$ cat src/rtl/multdiv_pkg.sv
// multdiv_pkg
//   Shared definitions for the multiply/divide front-end controller:
//   datapath width, default timeout and counter width, and the FSM state
//   encoding used by multdiv_ctrl and exposed on its debug port.
package multdiv_pkg;

  localparam int WIDTH   = 32;
  localparam int TIMEOUT = 64;
  localparam int CNT_W   = 7;

  typedef enum logic [1:0] {
    ST_IDLE     = 2'b00,
    ST_MUL_WAIT = 2'b01,
    ST_DIV_WAIT = 2'b10,
    ST_DONE     = 2'b11
  } state_e;

endpackage

$ cat src/rtl/multdiv_op_timer.sv
// op_timer
//   Wait-cycle counter guarding against an iterative unit that never answers.
//   Ports:
//     clock      rising-edge clock
//     reset_n    synchronous active-low reset (count -> 0)
//     clr_i      synchronous clear, wins over enable
//     en_i       count one cycle
//     expired_o  count has reached TIMEOUT (unsigned equality on CNT_W bits)
module op_timer
  import multdiv_pkg::*;
#(
  parameter int CNT_W_P   = CNT_W,
  parameter int TIMEOUT_P = TIMEOUT
) (
  input  logic clock,
  input  logic reset_n,
  input  logic clr_i,
  input  logic en_i,
  output logic expired_o
);

  localparam logic [CNT_W_P-1:0] LIMIT = CNT_W_P'(TIMEOUT_P);
  localparam logic [CNT_W_P-1:0] ONE   = CNT_W_P'(1);

  logic [CNT_W_P-1:0] cnt_q;
  logic [CNT_W_P-1:0] cnt_d;
  logic [CNT_W_P-1:0] cnt_inc;

  assign cnt_inc = cnt_q + ONE;

  always_comb begin
    cnt_d = cnt_q;
    if (clr_i) begin
      cnt_d = '0;
    end else if (en_i) begin
      cnt_d = cnt_inc;
    end
  end

  always_ff @(posedge clock) begin
    if (!reset_n) begin
      cnt_q <= '0;
    end else begin
      cnt_q <= cnt_d;
    end
  end

  assign expired_o = (cnt_q == LIMIT);

endmodule

$ cat src/rtl/multdiv_ctrl.sv
// multdiv_ctrl
//   Front-end controller between the execute stage and the iterative
//   multiplier / divider. Latches operands on a request, pulses the matching
//   unit start for one cycle, waits for the unit's first ready (or a timeout)
//   and presents the captured result with a one-cycle data_resultRDY pulse.
//   Ports:
//     clock, reset_n                  clock, synchronous active-low reset
//     ctrl_MULT, ctrl_DIV             single-cycle requests (both = illegal)
//     data_operandA/B                 operands sampled on accept
//     unit_A/B                        latched operands held for the unit
//     mult_start, div_start           one-cycle start pulses to the units
//     mult_P/rdy/exc, div_Q/rdy/exc   unit results
//     data_result, data_exception     registered result / exception
//     data_resultRDY                  one-cycle result-valid pulse
//     busy                            state != IDLE (pipeline stall)
//     dbg_state_o                     current FSM state
//   Handshake: a request is accepted in any state on the edge where it is
//   sampled high; the unit's rdy is honoured only in the matching WAIT state
//   and only when its start pulse is not currently high; data_resultRDY is
//   high for exactly the one cycle spent in DONE and needs no acknowledge.
module multdiv_ctrl
  import multdiv_pkg::*;
#(
  parameter int WIDTH_P   = WIDTH,
  parameter int TIMEOUT_P = TIMEOUT,
  parameter int CNT_W_P   = CNT_W
) (
  input  logic               clock,
  input  logic               reset_n,
  input  logic               ctrl_MULT,
  input  logic               ctrl_DIV,
  input  logic [WIDTH_P-1:0] data_operandA,
  input  logic [WIDTH_P-1:0] data_operandB,
  output logic [WIDTH_P-1:0] unit_A,
  output logic [WIDTH_P-1:0] unit_B,
  output logic               mult_start,
  output logic               div_start,
  input  logic [WIDTH_P-1:0] mult_P,
  input  logic               mult_rdy,
  input  logic               mult_exc,
  input  logic [WIDTH_P-1:0] div_Q,
  input  logic               div_rdy,
  input  logic               div_exc,
  output logic [WIDTH_P-1:0] data_result,
  output logic               data_exception,
  output logic               data_resultRDY,
  output logic               busy,
  output state_e             dbg_state_o
);

  state_e             state_q, state_d;
  logic [WIDTH_P-1:0] a_q, a_d;
  logic [WIDTH_P-1:0] b_q, b_d;
  logic [WIDTH_P-1:0] res_q, res_d;
  logic               exc_q, exc_d;
  logic               mstart_q, mstart_d;
  logic               dstart_q, dstart_d;

  logic req_mul, req_div, req_bad;
  logic tmr_clr, tmr_en, tmr_expired;

  assign req_mul = ctrl_MULT & ~ctrl_DIV;
  assign req_div = ctrl_DIV  & ~ctrl_MULT;
  assign req_bad = ctrl_MULT &  ctrl_DIV;

  // Only WAIT cycles count toward the timeout; leaving WAIT freezes it
  // until the next accept clears it.
  assign tmr_en = (state_q == ST_MUL_WAIT) || (state_q == ST_DIV_WAIT);

  op_timer #(
    .CNT_W_P   (CNT_W_P),
    .TIMEOUT_P (TIMEOUT_P)
  ) u_op_timer (
    .clock     (clock),
    .reset_n   (reset_n),
    .clr_i     (tmr_clr),
    .en_i      (tmr_en),
    .expired_o (tmr_expired)
  );

  // State and capture registers.
  always_ff @(posedge clock) begin
    if (!reset_n) begin
      state_q  <= ST_IDLE;
      a_q      <= '0;
      b_q      <= '0;
      res_q    <= '0;
      exc_q    <= 1'b0;
      mstart_q <= 1'b0;
      dstart_q <= 1'b0;
    end else begin
      state_q  <= state_d;
      a_q      <= a_d;
      b_q      <= b_d;
      res_q    <= res_d;
      exc_q    <= exc_d;
      mstart_q <= mstart_d;
      dstart_q <= dstart_d;
    end
  end

  // Next state. A new request wins in every state: in WAIT it drops the
  // running operation silently, in DONE the ready pulse still goes out
  // because DONE itself is what drives data_resultRDY this cycle.
  always_comb begin
    state_d  = state_q;
    a_d      = a_q;
    b_d      = b_q;
    res_d    = res_q;
    exc_d    = exc_q;
    mstart_d = 1'b0;
    dstart_d = 1'b0;
    tmr_clr  = 1'b0;
    if (req_mul) begin
      a_d      = data_operandA;
      b_d      = data_operandB;
      mstart_d = 1'b1;
      tmr_clr  = 1'b1;
      state_d  = ST_MUL_WAIT;
    end else if (req_div) begin
      a_d      = data_operandA;
      b_d      = data_operandB;
      dstart_d = 1'b1;
      tmr_clr  = 1'b1;
      state_d  = ST_DIV_WAIT;
    end else if (req_bad) begin
      res_d   = '0;
      exc_d   = 1'b1;
      state_d = ST_DONE;
    end else begin
      unique case (state_q)
        ST_MUL_WAIT: begin
          // A rdy seen while start is high is the unit's idle ready, not ours.
          if (mult_rdy && !mstart_q) begin
            res_d   = mult_P;
            exc_d   = mult_exc;
            state_d = ST_DONE;
          end else if (tmr_expired) begin
            res_d   = '0;
            exc_d   = 1'b1;
            state_d = ST_DONE;
          end
        end
        ST_DIV_WAIT: begin
          if (div_rdy && !dstart_q) begin
            res_d   = div_Q;
            exc_d   = div_exc;
            state_d = ST_DONE;
          end else if (tmr_expired) begin
            res_d   = '0;
            exc_d   = 1'b1;
            state_d = ST_DONE;
          end
        end
        ST_DONE: state_d = ST_IDLE;
        default: state_d = ST_IDLE;
      endcase
    end
  end

  // Outputs.
  always_comb begin
    unit_A         = a_q;
    unit_B         = b_q;
    mult_start     = mstart_q;
    div_start      = dstart_q;
    data_result    = res_q;
    data_exception = exc_q;
    data_resultRDY = (state_q == ST_DONE);
    busy           = (state_q != ST_IDLE);
    dbg_state_o    = state_q;
  end

endmodule

$ cat config.mk
export PLATFORM = sky130hd
export DESIGN_NAME = multdiv_ctrl
export DESIGN_NICKNAME = d
export VERILOG_FILES = /design/src/rtl/multdiv_pkg.sv /design/src/rtl/multdiv_op_timer.sv /design/src/rtl/multdiv_ctrl.sv
export SDC_FILE = /design/constraint.sdc
export NUM_CORES = 1
export LEC_CHECK = 0
export ABC_CLOCK_PERIOD_IN_PS = 4280
export CORE_MARGIN = 2
export CORE_UTILIZATION = 38
export CTS_CLUSTER_DIAMETER = 200
export DETAILED_ROUTE_END_ITERATION = 10
export HOLD_SLACK_MARGIN = 0.06
export MAX_ROUTING_LAYER = met4
export PLACE_DENSITY = 0.76
export RECOVER_POWER = 100
export SYNTH_ARGS = -nofsm -noshare
export SYNTH_HDL_FRONTEND = slang
export SYNTH_SLANG_ARGS = --single-unit
$ cat constraint.sdc
create_clock -name clock -period 4.28 [get_ports clock]
set_input_delay 0.856 -clock clock [delete_from_list [all_inputs] [get_ports clock]]
set_output_delay 0.856 -clock clock [all_outputs]
set_load 0.005 [all_outputs]
==> impl_metrics.py <==
metrics = {
    "worst_setup_path": {
        "startpoint_type": "primary input",
        "cp_cell_sequence": "dlygate4sd3_1, inv_1, clkbuf_2, nor2_1",
        "crit_slowest_cell": "inv_1",
        "critPathTopFamily": "buffers and inverters",
        "cp.buffers_inverters": 3,
        "cp.required_ns": 4.50,
        "slowest_delay_ns": 1.32,
        "worstSetupEndpointType": "register",
        "crit_path_max_fanout": 55,
        "cp.arrival_ns": 3.67,
        "worst-setup-path-type": "in2reg",
    },
    "final_layout": {
        "seqCellArea_mm2": 0.00216,
        "fin_nets": 900,
        "drive_above_1_share_pct": 4.34,
        "fillers": 1111,
        "area_growth_pct": 56.2,
        "multi_input_area_mm2": 0.00252,
    },
    "yosys": {
        "synth.distinct_cells": 41,
        "syn_inst": 540,
        "synth.top_cell.area_share_pct": 44.0,
        "ys_seq_elements": 108,
        "synth_area_mm2": 0.00491,
        "async_flop_share_pct": 0,
        "synth_edf_count": 0,
        "synth_area_leader_cell": "dfxtp_1",
        "syn_nets": 685,
        "synth_area_leaders": "dfxtp_1, mux2i_1, nor2_1",
        "ys.warnings.count": 0,
        "synth_area_per_cell_um2": 9.09,
        "ys_seq_area_share_pct": 44.0,
        "synth_ff_type": "dfxtp_1",
    },
    "floorplan": {
        "die_h_um": 118,
        "core_mm2": 0.0126,
        "io_pins": 239,
        "rows": 41,
        "die_w_um": 118,
        "die_area_mm2": 0.0138,
        "start_util_pct": 38.9,
    },
    "clock_tree": {
        "cts_resized": 0,
        "cts_max_level": 3,
        "hold_buffers": 0,
        "postCtsSetupBuffers": 0,
        "insertion_delay_ns": 0.35,
        "cts_buffer_depth": 2,
        "cts_tree": "yes",
        "path_clk_slew_ns": 0.07,
        "clock-sinks": 108,
        "cts_buffers": 9,
        "clockRootBuffer": "clkbuf_16",
    },
    "power": {
        "swShare_pct": 27.8,
        "ir_drop_v": 0.000214,
        "p_seq_share_pct": 45.0,
        "clkPwrFrac_pct": 31.1,
        "comb_power_share_pct": 23.9,
        "cellPowerDensity_mw_per_mm2": 330,
        "p_sw_w": 0.000703,
        "p_leak_nw": 3.24,
        "intPower_w": 0.00183,
    },
    "drt": {
        "drt-total-wl_um": 16000,
        "drc": 0,
        "drtPass1Iterations": 4,
        "ant_nets": 0,
        "vias": 4950,
        "dr.first_iter.drc_count": 314,
        "vias_per_cell": 5.30,
        "wl_per_cell_um": 17.1,
    },
    "global_routing": {
        "grt_use_met3_pct": 7.36,
        "gr-usage-all-layers_pct": 23.3,
        "grt-busiest-layer": "met2",
        "grt_pass1_wl_um": 25500,
        "grt_pass1_vias": 5068,
        "antenna_found_initial": 2,
        "grt_overflow": 0,
        "grt_util_met2_pct": 39.8,
        "met1_usage_pct": 25.9,
        "grt_start_max_net_pins": 65,
    },
    "timing": {
        "hold_violations": 0,
        "worst_slew_pin_slew_ns": 1.76,
        "post-route-min-period_ns": 3.45,
        "fmax_mhz": 290,
        "rsz0062_at_grt": "false",
        "setup_tns_ns": 0,
        "period_share_pct": 80.6,
        "clock_skew_ns": 0.00589,
        "maxSlewHeadroom_pct": -17.4,
        "slew_viol_final": 56,
        "fin_ws_ns": 0.828,
        "setup_viol": 0,
    },
    "flow_run": {
        "drv_cap": 1,
    },
    "hold_path": {
        "min_path_type": "reg2reg",
    },
    "status": {
        "violations": "capacitance limit, slew limit",
        "status": "complete, but fails checks",
    },
    "placed_design": {
        "globalplace.congestion": 0.856,
        "dp.final_hpwl_um": 11700,
        "numPortBuffers": 238,
        "place_ws_ns": 0.944,
    },
}
[Yosys cell counts (2+ instances only)]
master	n
nand2_1	23
nand4_1	2
a211oi_1	16
nor2b_1	5
o22ai_1	15
nor3b_1	31
o21ai_1	3
a21o_1	16
a221oi_1	17
nand2b_1	2
a21oi_1	19
nor3_1	15
o31ai_1	3
xor2_1	3
or3_1	2
dfxtp_1	108
and2_1	3
o21ai_0	21
a31oi_1	4
nand3_1	17
ha_1	9
inv_1	10
clkbuf_1	24
mux2i_1	65
nor2_1	74
buf_2	18
[tightest hold or removal path: stages (launching register included)]
cell and delay, ns:
dfxtp_1 0.33, mux2i_1 0.07, nor2_1 0.07
[cells in the final DEF, fill, tap and decap left out, drive strengths merged, types with 16 or more instances in the layout]
master / count
a221oi: 17
nand2: 24
nor3b: 32
dlygate4sd3: 106
mux2i: 65
o21ai: 24
a211oi: 17
dfxtp: 108
clkdlybuf4s50: 132
nand3: 17
nor2: 74
a21oi: 19
a21o: 16
[registers in the layout, summed over array words and instances, names as in the netlist]
name,cells
mult_start,1
u_op_timer.cnt_q,7
data_result,32
unit_A,32
div_start,1
data_exception,1
dbg_state_o,2
unit_B,32
[path summary, 6_finish.rpt]
check | startpoint | to | slack [ns] | cells past startpoint
worst min register to register | unit_A[30] | unit_A[30] | 0.49 | 2
worst min-delay path | unit_A[30] | unit_A[30] | 0.49 | 2
worst max-delay path | reset_n | unit_B[3] | 0.83 | 4
worst max register to register | u_op_timer.cnt_q[0] | data_result[3] | 1.72 | 6
[routing by layer]
layer	vias up	routed length, µm	share of wire (%)
met2	259	7820	49
met4	0	200	1.3
met3	18	1470	9.2
met5	-	0	0
li1	2372	-	-
met1	2301	6470	41
[final cells by class]
cell class                 count  area share [%]
timing repair buffer         248            32.0
inverter                      11           0.538
multi-input combinational    377            32.8
clock buffer                   9            2.94
antenna                        2          0.0652
sequential                   108            28.2
tap                          172            2.81
clock inverter                 7           0.652
[metrics by stage]
stage	hold WS (ns)	area, µm²	total power, W	util, %	std cells
after detailed placement	0.480	7410	0.00180	58.7	916
after global routing	0.523	7670	0.00265	60.8	934
after global placement	0.466	7410	0.00178	58.7	916
final	0.493	7670	0.00253	60.8	934
after floorplan	0.454	4910	0.00143	-	540
after CTS	0.499	7680	0.00259	60.9	932
[cell families (layout without fill, tap and decap cells)]
family                     Yosys count  count (layout)  synth area share [%]
AOI/OAI and AO/OA                  121             121                  16.8
xor gates and xnor gates             4               4                 0.714
adders and majority gates            9               9                  2.29
buffers and inverters               55             275                  4.74
DFF                                108             108                  44.0
muxes                               65              65                  13.3
other                                0               2                     0
and+or+nand+nor                    178             178                  18.2
[power groups by stage]
stage / Combinational (W) / Clock [W] / Sequential (W)
CTS: 0.000638 / 0.000807 / 0.00114
finish: 0.000604 / 0.000788 / 0.00114
global route: 0.000652 / 0.000843 / 0.00115
detailed placement: 0.000635 / 0 / 0.00116
floorplan: 0.000272 / 0 / 0.00116
global placement: 0.000619 / 0 / 0.00116
Note: power is estimated with default switching activity, not from simulation.
